## src/rtl/instr_fetch_ctrl.sv

```systemverilog
// ----------------------------------------------------------------------------
// instr_fetch_ctrl
//
// Fetch sequencer in front of a combinational instruction ROM. It owns the
// program counter, drives the ROM address straight from the PC, and registers
// the returned instruction together with its fetch address and a valid flag
// for the decode stage.
//
// Handshake: instr_o/instr_pc_o are offered whenever instr_valid_o=1. The
// decode stage consumes the word on every rising edge where
// instr_valid_o=1 and stall_i=0. While stall_i=1 every piece of fetch state
// holds, and branch_taken_i is not looked at. A taken branch refers to the
// word currently on instr_o and must be held until it is consumed.
//
// Ports:
//   clk_i, reset_i      clock, synchronous active-high reset
//   start_i             leave IDLE and begin fetching
//   stall_i             decode cannot accept; freeze fetch state
//   branch_taken_i      word on instr_o is a taken branch
//   branch_target_i     destination of that branch
//   rom_addr_o          ROM address (equals PC, combinational)
//   rom_data_i          ROM data for rom_addr_o, same cycle
//   instr_o, instr_pc_o registered instruction and its address
//   instr_valid_o       instr_o holds a live instruction
//   halted_o            fetch stopped after HALT_INSTR was consumed
//   busy_o              sequencer is in RUN
//   retired_cnt_o       saturating count of consumed instructions
// ----------------------------------------------------------------------------
module instr_fetch_ctrl #(
    parameter int unsigned      ADDR_W     = 8,
    parameter int unsigned      DATA_W     = 8,
    parameter logic [ADDR_W-1:0] START_ADDR = 8'h00,
    parameter logic [DATA_W-1:0] HALT_INSTR = 8'hFF,
    parameter int unsigned      CNT_W      = 16
) (
    input  logic              clk_i,
    input  logic              reset_i,
    input  logic              start_i,
    input  logic              stall_i,
    input  logic              branch_taken_i,
    input  logic [ADDR_W-1:0] branch_target_i,
    output logic [ADDR_W-1:0] rom_addr_o,
    input  logic [DATA_W-1:0] rom_data_i,
    output logic [DATA_W-1:0] instr_o,
    output logic [ADDR_W-1:0] instr_pc_o,
    output logic              instr_valid_o,
    output logic              halted_o,
    output logic              busy_o,
    output logic [CNT_W-1:0]  retired_cnt_o
);

    typedef enum logic [1:0] {
        ST_IDLE = 2'd0,
        ST_RUN  = 2'd1,
        ST_HALT = 2'd2
    } state_t;

    state_t              state_q, state_d;
    logic [ADDR_W-1:0]   pc_q, pc_d;
    logic [DATA_W-1:0]   instr_q, instr_d;
    logic [ADDR_W-1:0]   instr_pc_q, instr_pc_d;
    logic                valid_q, valid_d;
    logic                halted_q, halted_d;
    logic [CNT_W-1:0]    cnt_q, cnt_d;

    always_comb begin
        state_d    = state_q;
        pc_d       = pc_q;
        instr_d    = instr_q;
        instr_pc_d = instr_pc_q;
        valid_d    = valid_q;
        halted_d   = halted_q;
        cnt_d      = cnt_q;

        // A word is consumed on every unstalled cycle it is valid, in any
        // state; this includes the HALT word itself.
        if (valid_q && !stall_i && (cnt_q != {CNT_W{1'b1}})) begin
            cnt_d = cnt_q + 1'b1;
        end

        unique case (state_q)
            ST_IDLE: begin
                // The start cycle only changes state; first capture is next.
                if (start_i) begin
                    state_d = ST_RUN;
                end
            end
            ST_RUN: begin
                if (!stall_i) begin
                    if (branch_taken_i && valid_q) begin
                        // Squash the fall-through fetch; its data is never
                        // inspected, so a HALT there cannot stop fetch.
                        pc_d    = branch_target_i;
                        valid_d = 1'b0;
                    end else begin
                        instr_d    = rom_data_i;
                        instr_pc_d = pc_q;
                        valid_d    = 1'b1;
                        pc_d       = pc_q + 1'b1;  // wraps modulo 2^ADDR_W
                        if (rom_data_i == HALT_INSTR) begin
                            state_d = ST_HALT;
                        end
                    end
                end
            end
            ST_HALT: begin
                // PC stays frozen; the HALT word leaves once it is consumed.
                if (!stall_i) begin
                    valid_d  = 1'b0;
                    halted_d = 1'b1;
                end
            end
            default: begin
                state_d = ST_IDLE;
            end
        endcase
    end

    always_ff @(posedge clk_i) begin
        if (reset_i) begin
            state_q    <= ST_IDLE;
            pc_q       <= START_ADDR;
            instr_q    <= '0;
            instr_pc_q <= '0;
            valid_q    <= 1'b0;
            halted_q   <= 1'b0;
            cnt_q      <= '0;
        end else begin
            state_q    <= state_d;
            pc_q       <= pc_d;
            instr_q    <= instr_d;
            instr_pc_q <= instr_pc_d;
            valid_q    <= valid_d;
            halted_q   <= halted_d;
            cnt_q      <= cnt_d;
        end
    end

    assign rom_addr_o    = pc_q;
    assign instr_o       = instr_q;
    assign instr_pc_o    = instr_pc_q;
    assign instr_valid_o = valid_q;
    assign halted_o      = halted_q;
    assign busy_o        = (state_q == ST_RUN);
    assign retired_cnt_o = cnt_q;

endmodule

```

## config.mk

```make
export PLATFORM = sky130hd
export DESIGN_NAME = instr_fetch_ctrl
export DESIGN_NICKNAME = d
export VERILOG_FILES = /design/src/rtl/instr_fetch_ctrl.sv
export SDC_FILE = /design/constraint.sdc
export NUM_CORES = 1
export LEC_CHECK = 0
export BUFFER_PORTS_ARGS = -buffer_cell sky130_fd_sc_hd__buf_2
export CORE_ASPECT_RATIO = 0.5
export CORE_MARGIN = 2
export CORE_UTILIZATION = 47
export CTS_CLUSTER_SIZE = 12
export DETAILED_ROUTE_END_ITERATION = 6
export GPL_ROUTABILITY_DRIVEN = 0
export GPL_TIMING_DRIVEN = 1
export PLACE_DENSITY = 0.76
export SLEW_MARGIN = 5
export SYNTH_ARGS = -nofsm -noshare
export SYNTH_HDL_FRONTEND = slang
export SYNTH_SLANG_ARGS = --single-unit
```

## constraint.sdc

```tcl
create_clock -name clk_i -period 2.08 [get_ports clk_i]
set_input_delay 0.416 -clock clk_i [delete_from_list [all_inputs] [get_ports clk_i]]
set_output_delay 0.416 -clock clk_i [all_outputs]
set_load 0.03 [all_outputs]
```

==> results.md, run 1 <==
- Of all cell types, the one taking the most synthesized area is dfxtp_1.
- The worst hold path terminates at instr_o[2]$_SDFFE_PP0P_.
- The number of routed nets with antenna violations is 0.
- The die extent in x is 98.4 µm.
- Buffers added to address setup during post-CTS repair amount to 0.
- For this run, the post-layout net count is 341.
- Of all flip-flops after synthesis, the portion carrying an async set or reset was 0.
- The class of the most critical hold timing path is in -> reg.
- Across all register-to-register paths, the minimum setup slack is 0.36 ns.
- Once placement finished, the instance area stood at 0.00245 mm².
- The largest net degree at the start of global routing is 28.
- Timing analysis after detailed placement gives a worst setup slack of 0.288 ns.
- The count of mapped cells out of synthesis is 258.
- The H-tree depth is 2.
- The library cell contributing the largest single delay on the critical path is dfxtp_1.
- Across the run, the number of max-cap violations was 0.
- Of the cells placed in the final design, the portion with a size suffix greater than 1 is 0.270.
- The cell row count is 17.
- The startpoint identified for the worst hold timing path is rom_data_i[2].
- On the critical path the largest part of the delay comes from simple AND/OR/NAND/NOR gates.
- The number of gates given a new drive strength after cts is 0.
- The number of distinct library cell variants in the gate-level netlist after synthesis is 43.
- The share of the synthesized area in the top cell type is 0.421.
- The startpoint of the most critical setup path is retired_cnt_o[0]$_SDFFE_PP0P_.
- Timing would allow up to 581 MHz.
- The prevailing post-synth register cell is dfxtp_1.
- Dividing the final minimum period by the clock period gives 0.827.
- The number of max-slew violations in the final report is 0.
- The worst setup path is captured at a flop.
- The proportion of synthesized chip area in sequential cells is 0.421.
- Dividing the detail-routed via count by the number of cells gives 5.54.
- The core footprint is 0.00434 mm².
- The final antenna diode count is 0.
- The largest stage delay on the critical path is 0.38 ns.
- In this run, synthesis inferred 0 flip-flops with an integrated enable.
- The launch point of the worst reg-to-reg path is retired_cnt_o[0]$_SDFFE_PP0P_.
- The total grt overflow is 0.
- The first global-routing pass estimated 7.89 mm of wire.
- The cell leakage power is 1.04 nW.
- The capture point of the worst reg-to-reg path is retired_cnt_o[0]$_SDFFE_PP0P_.
- The net count after synthesis is 281.
- The top-level I/O count is 64.
- The category of the worst setup path launch point is a flop.
- Counting cells, the worst reg-to-reg path comes to 5.
- CTS placed an instance of clkbuf_8 at the clock tree root.
- The normalized max-slew margin is 0.636.
- The per-instance average area after synthesis is 8.12 µm².
- The total clock sinks is 44.
- At the pin with the least slew margin, the transition time is 0.545 ns.
- For this design the total switching power over the nets is 0.428 mW.
- The cell depth of the worst min-delay path is 3.
- The count of vias placed by the detailed router is 2083.
- The total internal power is 1.14 mW.
- Setup slack on the critical path of the routed design comes to 0.360 ns.
- The number of global-route vias before repair is 1775.
- Traced cell by cell, the critical path runs through ha_1 -> nand4_1 -> nor4_4 -> nor2b_2 -> mux2_4.
- After clock tree synthesis, the clock-pin slew on the worst setup and hold paths is 0.09 ns.
- The post-layout minimum cycle time is 1.72 ns.
- The Yosys step of the flow raised 0 warnings.
- The setup path with the least slack is of type reg -> reg.
- By area the synthesized netlist is led by dfxtp_1 (42%), nand2_1 (7.5%), a21oi_1 (7.4%), nor2_1 (3.8%), o21ai_0 (3.3%).
- The final clock skew is 0.00285 ns.
- The number of register bits inferred by synthesis is 44.
- The total half-perimeter wirelength after legalization and detailed placement is 3.49 mm.
- The initial DRC count is 69.
- The effective utilization at floorplan is 0.483.
- The area growth from synthesis to layout is 21.2%.
- The number of antenna violations at the first check in global routing was 0.
- The count of input and output buffers is 63.
- The final total power is 1.57 mW.
- The synthesized netlist occupies a cell area of 0.00209 mm².
- The sequential group share of total power is 0.553.
- Of all nets on the critical path, the largest fanout is 6.
- For the final routed database, the setup TNS stands at 0 ns.
- The first TritonRoute pass finished after 4 iterations.
- After detailed routing, the average wire length per cell comes to 13.0 µm.
- The CTS tree is yes.
- Of the total power, the clock network draws 0.355.
- The run finished with clean final reports.
- Setup violations remaining at the end of the flow were counted as 0.
- The count of endpoints failing hold in the final timing report was 0.
- The die covers 0.00504 mm².
- Measured along the y axis, the die boundary spans 51.2 µm.
- The clock latency reported for the late side of the worst-skew pair is 0.30 ns.
- In this run the power density over the cells is 619 mW/mm².
- The worst path arrival time is 1.92 ns.
- For this run, the total global-route usage over all layers was measured as 0.194.
- The buffers plus inverters on the worst setup path is 0.
- The combinational cell fraction of total power is 0.092.
- The fraction of power spent switching nets is 0.272.
- The residual DRC count is 0.
- The worst vdd rail ir drop is 0.371 mV.
- After clock tree synthesis, the flow added hold-fix buffers numbering 0.
- In this run the deepest clock path goes through 2 buffers.
- Setup repair after global routing left no endpoint under its margin.
- At the worst endpoint, the required time is 2.28 ns.
- The wire length reported by the detailed router is 4.88 mm.
- Buffers inserted during clock tree synthesis total 5.
- The finished cells cover 0.00254 mm².
## cells by family after synthesis
logic type               share of synthesized area
AND/OR/NAND/NOR                              0.315
multiplexers                                0.0382
adder cells (fa/ha/maj)                     0.0119
buffers and inverters                       0.0364
AO/OA/AOI/OAI                                0.177
flip-flops                                   0.421
## power groups by stage
stage	registers, mW	clock network [mW]	logic, mW
after CTS	0.870	0.564	0.144
after global placement	0.889	0	0.141
after global routing	0.873	0.601	0.158
final	0.870	0.558	0.144
after floorplan	0.912	0	0.0700
after detailed placement	0.890	0	0.144
## metrics by stage
step,hold WS [ns],instances,utilization
after floorplan,0.532,258,-
after global placement,0.441,368,0.564
after detailed placement,0.444,368,0.564
after CTS,0.348,376,0.585
after global routing,0.337,376,0.585
final,0.352,376,0.585
## state kept, by name, indices dropped and copies added, names as in the netlist
register / cells
halted_o: 1
retired_cnt_o: 16
instr_valid_o: 1
instr_pc_o: 8
state_q: 2
rom_addr_o: 8
instr_o: 8
## layout by cell type, fill, tap and decap left out, types with 5 or more instances in the layout
master    count
a21oi_1      31
buf_2        63
clkbuf_8      5
dfxtp_1      44
nand2_1      42
nand2b_1      5
nand3_1      13
nand4_1       7
nor2_1       21
nor2b_1       6
o21ai_0      14
or3_1         9
## synth_stat cells (2+ instances only)
cell       count
nand2_1       42
mux2_2         4
ha_1           2
a21oi_1       31
dfxtp_1       44
a211oi_1       2
and2_1         2
mux2i_1        2
nor2b_1        6
nor4_1         4
o31ai_1        4
o21ai_0       14
or3_1          9
o211ai_1       2
nor2_1        21
or4_1          2
nand4_1        7
a22oi_1        2
inv_1          3
clkbuf_1       5
and3_1         3
nand2b_1       5
a2111oi_0      2
a31oi_1        3
nand3_1       13
buf_2          7
## layer usage
metal  up-vias  wire length (µm)  GRT usage
li1       1041                 -          -
met1       979              2290      0.238
met2        57              2250      0.327
met3         6               273     0.0547
met4         0                68     0.0799
met5         -                 0          0
## area by class of cell
cell class,instances,area (µm²)
clock buffers,5,68.8
inverters,3,11.3
well taps,57,71.3
clock inverters,3,23.8
repair buffers,67,345
multi-input cells,197,1140
flip-flops and latches,44,881
fillers,417,1800
## worst max-delay path by stage
stage	to	slack [ns]	cells past startpoint
finish	retired_cnt_o[0]$_SDFFE_PP0P_	0.36	5
global route	retired_cnt_o[15]$_SDFFE_PP0P_	0.19	4
CTS	retired_cnt_o[0]$_SDFFE_PP0P_	0.36	5
detailed placement	retired_cnt_o[15]$_SDFFE_PP0P_	0.29	5
global placement	retired_cnt_o[15]$_SDFFE_PP0P_	0.30	5
floorplan	retired_cnt_o[0]$_SDFFE_PP0P_	0.15	5
## worst register-to-register path, cell delays in order, from the launching register on
cell and delay, ns:
dfxtp_1 0.38, ha_1 0.31, nand4_1 0.21, nor4_4 0.31
nor2b_2 0.10, mux2_4 0.30
Note: power is estimated with default switching activity, not from simulation.
==> inputs of run 2 (changes only) <==
--- a/config.mk
+++ b/config.mk
@@ -8,12 +8,12 @@
 export BUFFER_PORTS_ARGS = -buffer_cell sky130_fd_sc_hd__buf_2
 export CORE_ASPECT_RATIO = 0.5
 export CORE_MARGIN = 2
-export CORE_UTILIZATION = 47
+export CORE_UTILIZATION = 46
 export CTS_CLUSTER_SIZE = 12
 export DETAILED_ROUTE_END_ITERATION = 6
 export GPL_ROUTABILITY_DRIVEN = 0
 export GPL_TIMING_DRIVEN = 1
-export PLACE_DENSITY = 0.76
+export PLACE_DENSITY = 0.78
 export SLEW_MARGIN = 5
 export SYNTH_ARGS = -nofsm -noshare
 export SYNTH_HDL_FRONTEND = slang
==> constraint.sdc (replaced) <==
create_clock -name clk_i -period 1.4 [get_ports clk_i]
set_input_delay 0.28 -clock clk_i [delete_from_list [all_inputs] [get_ports clk_i]]
set_output_delay 0.28 -clock clk_i [all_outputs]
set_load 0.03 [all_outputs]
==> results.md, run 2 (synthesized netlist as in run 1, its figures left out) <==
- The flow ran to the end, but the final reports show violations.
- The final reports fail on negative setup slack.
- The min-delay analysis places its worst path in the category in -> reg.
- The critical path required time is 1.60 ns.
- Entering global routing, the biggest net connects 31 pins.
- The finished layout holds 422 standard cells, fillers aside.
- On the final layout, the worst hold slack is 0.219 ns.
- The number of antenna violations at the first check in global routing is 0.
- The initial DRC count is 67.
- In this run the critical register-to-register path is launched from retired_cnt_o[1]$_SDFFE_PP0P_.
- The root buffer cell is clkbuf_8.
- The analysis attributes to cell leakage a power of 1.35 nW.
- The total clock sinks is 44.
- For the finished layout, the period the worst path requires is 1.54 ns.
- Traced cell by cell, the critical path runs through ha_4 -> nand4_1 -> nor4_4 -> buf_4 -> nor2b_4 -> mux2_4.
- In this run the remaining antenna-violating nets after routing total 0.
- The normalized max-slew margin is 0.688.
- The net count of the finished layout is 387.
- The library cell used most frequently in the layout, excluding fill and tap cells, is buf_2.
- Buffers placed on the I/O ports in this run total 63.
- The type of the setup path with the least slack is reg -> reg.
- After detailed placement, the design holds a cell count of 406.
- The area of the die is 0.00514 mm².
- The number of max-slew violations in the final report is 0.
- The cell depth of the worst min-delay path is 3.
- The critical path runs through a total of 6 cells.
- The tool flagged a number of max-cap violations equal to 0.
- The area overhead of the layout relative to synthesis is 49.9%.
- The library cell contributing the largest single delay on the critical path is dfxtp_4.
- The vertical die dimension is 51.7 µm.
- The largest single stage delay on the critical path is 0.37 ns.
- After detailed routing, the average wire length per cell comes to 14.4 µm.
- The kind of cell adding the most delay to the critical path is simple AND/OR/NAND/NOR gates.
- The total grt overflow is 0.
- Clock-pin slew was measured on the worst setup and hold paths at 0.09 ns.
- The register with the most flip-flops in the layout has 16 of them.
- TritonCTS built the clock tree.
- The clock passes through at most 2 buffers.
- After detailed routing, the total wire length is 6.07 mm.
- The top-level I/O count is 64.
- The worst vdd rail ir drop is 0.387 mV.
- The total track usage is 0.217.
- Summing internal, switching and leakage power gives 2.37 mW.
- The core footprint is 0.00438 mm².
- Of the available clock period, the critical path in the final layout requires 1.10.
- TritonCTS created 5 clock buffers.
- Once routing completed, OpenROAD measured the worst setup slack at -0.138 ns.
- The hold path startpoint is rom_data_i[6].
- The number of detailed-routing iterations run before antenna repair is 5.
- The final antenna diode count is 0.
- The count of vias placed by the detailed router is 2319.
- The HPWL after detailed placement is 4.11 mm.
- The power density over the cells is 756 mW/mm².
- The worst setup path is captured at a flop.
- Of the cells placed in the final design, the portion with a size suffix greater than 1 is 0.499.
- The final clock skew is 0.00605 ns.
- The cell row count is 17.
- Setup repair after global routing could not meet its margin everywhere.
- The post-layout instance area is 0.00314 mm².
- The clock latency reported for the late side of the worst-skew pair is 0.30 ns.
- The count of endpoints failing hold in the final timing report is 0.
- Derived from the worst setup path, the maximum achievable clock frequency is 650 MHz.
- The post-placement cell area is 0.00283 mm².
- Together, buffers and inverters on the worst path number 1.
- In the routed layout, each cell is associated on average with a via count of 5.50.
- At the pin with the least slew margin, the transition time is 0.468 ns.
- The number of endpoints failing setup at the final stage is 14.
- The critical path starts at retired_cnt_o[1]$_SDFFE_PP0P_.
- The die extent in x is 99.4 µm.
- Of all nets on the critical path, the largest fanout is 5.
- The number of global-route vias before repair is 2066.
- The residual DRC count is 0.
- In the layout the commonest cells are buf_2 (63), nand2_1 (39), buf_4 (39).
- The category of the worst setup path launch point is a flop.
- Data arrives at the worst endpoint at 1.73 ns.
- The depth of the most critical reg-to-reg path is 6.
- The clock tree synthesis step divided the H-tree into 2 levels.
- The first global-routing pass estimated 9.01 mm of wire.
- The effective utilization at floorplan is 0.478.
-- run 2: cell types whose count changed in the layout (fill, tap and decap cells not counted), moves of 3 or more --
cell / before / now
buf_4: 4 / 39
dfxtp_1: 44 / 21
dfxtp_4: 0 / 14
buf_6: 0 / 10
dfxtp_2: 0 / 9
a21oi_1: 31 / 26
a21oi_2: 0 / 5
nor4_1: 4 / 0
nor4_2: 0 / 4
nand2_1: 42 / 39
o21ai_0: 14 / 11
-- run 2: path summary, 6_finish.rpt --
| path | endpoint | slack, ns |
|---|---|---|
| max reg2reg | retired_cnt_o[0]$_SDFFE_PP0P_ | -0.14 |
| max | retired_cnt_o[0]$_SDFFE_PP0P_ | -0.14 |
| min | instr_o[6]$_SDFFE_PP0P_ | 0.22 |
| min reg2reg | instr_o[4]$_SDFFE_PP0P_ | 0.46 |
-- run 2: final cells by class --
type                    count  area (µm²)
clock buffers               5        68.8
clock inverters             3        21.3
fillers                   334        1240
inverters                   3        11.3
multi-input cells         197        1280
flip-flops and latches     44         945
well taps                  57        71.3
repair buffers            113         741
-- run 2: worst register-to-register path, stage by stage, from the launching register on --
cell,delay (ns)
dfxtp_4,0.37
ha_4,0.16
nand4_1,0.18
nor4_4,0.20
buf_4,0.18
nor2b_4,0.05
mux2_4,0.28
-- run 2: what timing repair did --
action / CTS / global route
pin swaps: 9 / 13
hold buffers: 0 / 0
setup buffers: 2 / 4
gates cloned: 0 / 2
setup endpoints to repair: 15 / 42
resized for setup: 12 / 38
-- run 2: power breakdown --
part	total, mW	switching [mW]	internal, mW
logic	0.294	0.165	0.129
clock network	0.816	0.460	0.357
registers	1.26	0.0147	1.25
total	2.37	0.640	1.73
-- run 2: per-layer routing --
layer,wire length [µm],track usage,vias to the layer above
li1,-,-,1135
met1,2630,0.264,1088
met2,2980,0.385,72
met3,291,0.0511,24
met4,165,0.0708,0
met5,0,0,-
-- run 2: through the flow --
step | setup slack (ns) | TNS (ns) | util
6_report | -0.138 | -1.14 | 0.717
3_5_place_dp | -0.196 | -3.38 | 0.646
3_3_place_gp | -0.170 | -2.33 | 0.646
5_1_grt | -0.247 | -2.17 | 0.717
4_1_cts | -0.136 | -1.01 | 0.681
2_1_floorplan | -0.186 | -0.758 | -
